==> src/rtl/sync_counter.sv <==
// Free-running modulo-MODULUS up-counter with a terminal-count decode and a
// registered wrap pulse, usable as a timebase or sequence generator.
module sync_counter #(
    parameter int unsigned     WIDTH       = 4,
    parameter longint unsigned MODULUS     = 64'd1 << WIDTH,
    parameter longint unsigned RESET_VALUE = 64'd0
) (
    input  logic             clk,
    input  logic             reset,
    output logic [WIDTH-1:0] count,
    output logic             tc,
    output logic             wrap
);

    // MODULUS is 64-bit so that WIDTH=32 with a full 2**32 modulus still fits.
    localparam logic [WIDTH-1:0] LAST_COUNT = WIDTH'(MODULUS - 64'd1);
    localparam logic [WIDTH-1:0] RST_COUNT  = WIDTH'(RESET_VALUE);

    logic [WIDTH-1:0] count_r;
    logic             wrap_r;
    logic [WIDTH-1:0] next_count_s;
    logic             at_last_s;

    // Next-state: advance by one, or fold back to zero from the last state.
    always_comb begin
        at_last_s    = 1'b0;
        next_count_s = count_r;
        if (count_r == LAST_COUNT) begin
            at_last_s    = 1'b1;
            next_count_s = '0;
        end else begin
            at_last_s    = 1'b0;
            next_count_s = count_r + WIDTH'(1'b1);
        end
    end

    // Count and wrap registers; reset forces the load value and clears wrap.
    always_ff @(posedge clk or negedge reset) begin
        if (!reset) begin
            count_r <= RST_COUNT;
            wrap_r  <= 1'b0;
        end else begin
            count_r <= next_count_s;
            wrap_r  <= at_last_s;
        end
    end

    assign count = count_r;
    assign wrap  = wrap_r;
    assign tc    = (count_r == LAST_COUNT);

endmodule

==> config.mk <==
export PLATFORM = sky130hd
export DESIGN_NAME = sync_counter
export DESIGN_NICKNAME = d
export VERILOG_FILES = /design/src/rtl/sync_counter.sv
export SDC_FILE = /design/constraint.sdc
export NUM_CORES = 1
export LEC_CHECK = 0
export CORE_AREA = 2 2 39 41
export CTS_CLUSTER_SIZE = 28
export DETAILED_ROUTE_END_ITERATION = 12
export DIE_AREA = 0 0 41 43
export PLACE_DENSITY = 0.46
export SLEW_MARGIN = 15
export SYNTH_ARGS = -nofsm -noshare
export SYNTH_HDL_FRONTEND = slang
export SYNTH_SLANG_ARGS = --single-unit
==> constraint.sdc <==
create_clock -name clk -period 1.7 [get_ports clk]
set_input_delay 0.425 -clock clk [delete_from_list [all_inputs] [get_ports clk]]
set_output_delay 0.425 -clock clk [all_outputs]
set_load 0.05 [all_outputs]
==> results.md, run 1 <==
* Slew Limit Fails at 0
* Area delta synth->final at 94.2%
* Clock root buffer: clkbuf_4
* Largest net degree at the start of global routing at 6
* Worst slew pin tran at 225 ps
* Net count, final at 31
* Site Rows at 14
* Synth Area per Inst at 13.9 sq um
* Drt first pass iters at 1
* Die area at 1760 sq um
* Clock Latency Late Sink at 250 ps
* Mapped Cells at 14
* Drt drc at 0
* Placed instance count at 37
* Worst Setup Slack, final at 60.7 ps
* Crit-path cells: ha_2 > and3_2 > buf_12
* Final setup TNS at 0 ps
* Met1 Usage GRT at 8.17%
* Total CTS buffers at 3
* Worst-path fanout max at 3
* VDD IR max at 0.000257 V
* Clk_skew at 3.42 ps
* Post-Route WL at 426 um
* Post-Syn Area at 194 sq um
* Hold WS at 398 ps
* CP Data Required Time at 1270 ps
* Tmin final at 1640 ps
* N_diodes at 0
* Cell Pwr Density at 704 nW/um^2
* Max-cap viol count at 0
* Final period util at 96.4%
* Sequential area share after synthesis at 64.5%
* Busiest layer in global routing: met1
* Die outline height at 43 um
* Mapped Nets at 17
* RSZ-0062 raised after global routing: false
* Vias in the first global route at 186
* Worst R2R End: count[3]
* TritonCTS clock tree: built
* Hold Fails Final Rpt at 0
* HP Class: primary input to asynchronous set/reset pin
* Power, Total at 0.265 mW
* Outcome: completed
* Reg2Reg Setup Slack at 520 ps
* CP Data Arrival Time at 1210 ps
* Number of DRC markers in iteration 0 at 0
* Max stage delay on crit path at 400 ps
* Clk slew on worst S/H paths at 50 ps
* CP Capture Type: output pin
* Setup Crit Path Kind: flip-flop to output pin
* Routed vias at 160
* Initial antenna violation count at 0
* I/O Pins at 8
* Synth unique cells at 10
* Achievable frequency at 610 MHz
* GR Util All Layers at 7.47%
* Clk sinks at 5
* Setup WS pre-CTS at 220 ps
* Flip-flop and latch count after synthesis at 5
* Total gr overflow at 0
* Fill cells at 152
* First-pass GRT wire length at 759 um
* Layout cells sized above 1 at 55.6%
* Routability cong. at 0.596
* Antenna viol nets, final at 0
* Critical-path top delay cell: dfrtp_2
* H-tree depth at 1
* Met3 GRT Util at 6.28%
* Type of origin of the critical path: flip-flop
* Wire per inst at 9.91 um
* R2R depth at 3
* Die Span X at 41 um
* Worst rel slew slack at 84.9%
* Port Buf Inserts at 7
* Worst setup path start: count[0]
* Initial Utilization at 14.0%
* Yosys Warn Count at 0
* Clk buf depth at 2
* Vias per std cell at 3.72
* Final setup viols at 0
* Fin cells at 43
* Pleak at 0.181 nW
* GR Util met2 at 7.81%
* RR Startpoint: count[0]
* Core Area at 1380 sq um
-- logic make-up after synthesis --
kind of cell / synth area share [%]
fa+ha+maj: 6.45
buf+inv: 1.93
simple gates: 17.4
xor+xnor: 4.52
flops: 64.5
compound gates: 5.16
-- power breakdown --
part / internal, mW / switching, mW / leakage (nW)
combinational: 0.00205 / 0.00214 / 0.101
sequential: 0.119 / 0 / 0.0655
clock: 0.0890 / 0.0527 / 0.0150
total: 0.210 / 0.0549 / 0.181
-- metal layers --
layer	vias up	part of all wire, %
met5	-	0
met2	10	38
met1	71	49
li1	77	-
met3	2	11
met4	0	1.9
-- worst max path at each step --
stage                     end  cells past startpoint  slack [ps]
after floorplan            tc                      2           3
after global placement     tc                      3         240
after detailed placement   tc                      3         220
after CTS                  tc                      3          50
after global routing       tc                      3          20
final                      tc                      3          60
-- synthesized netlist by cell type --
master	n	area (sq um)
a311o_1	1	10.0
and2b_2	1	8.76
and3_2	1	7.51
and4b_1	1	10.0
dfrtp_1	5	125
ha_1	1	12.5
inv_1	1	3.75
nand2_1	1	3.75
nor2_1	1	3.75
xor2_1	1	8.76
-- critical path, delay by kind of cell, from the launching register on --
| kind | cells | cell delay [ps] |
|---|---|---|
| and+or+nand+nor | 1 | 210 |
| adders and majority gates | 1 | 200 |
| buffers and inverters | 1 | 150 |
| DFF | 1 | 400 |
-- timing repair --
action                                  CTS  global route
resized for setup                         1             0
setup buffers                             2             0
endpoints found under the setup margin    1             0
hold buffers                              0             0
hold endpoints to repair                  0             0
-- area by class of cell --
cell class	count	area, sq um	share of cell area, %
multi-input cells	8	67.6	17.9
repair buffers	9	133	35.2
clock buffers	4	26.3	6.98
well taps	16	20.0	5.32
flip-flops and latches	5	126	33.6
inverters	1	3.75	0.997
-- flip-flops by register name (all words and copies together) (netlist names) --
name / flops
count: 4
wrap: 1
-- per-stage QoR --
step           instance area (sq um)  util, %
2_1_floorplan                    195        -
3_3_place_gp                     333     24.1
3_5_place_dp                     333     24.1
4_1_cts                          377     27.2
5_1_grt                          377     27.2
6_report                         377     27.2
-- placed cells by master (no fill, tap or decap) --
cell / n
buf_12: 5
dfrtp_1: 4
clkbuf_4: 3
buf_4: 3
and3_2: 1
xor2_1: 1
nor2_1: 1
inv_1: 1
nand2_1: 1
and4b_1: 1
and2b_2: 1
a311o_1: 1
ha_2: 1
clkbuf_1: 1
dfrtp_2: 1
clkdlybuf4s50_1: 1
Power figures use the tool's default switching activity.
==> run 2: changes to the inputs <==
SLEW_MARGIN = unset   (was 15)
==> results of run 2 <==
Same layout as run 1: the final DEF is identical, and so are final timing and power.
==> run 3: changes to the inputs <==
SKIP_LAST_GASP = 1   (was unset)
==> results of run 3 <==
Same layout as run 1: the final DEF is identical, and so are final timing and power.
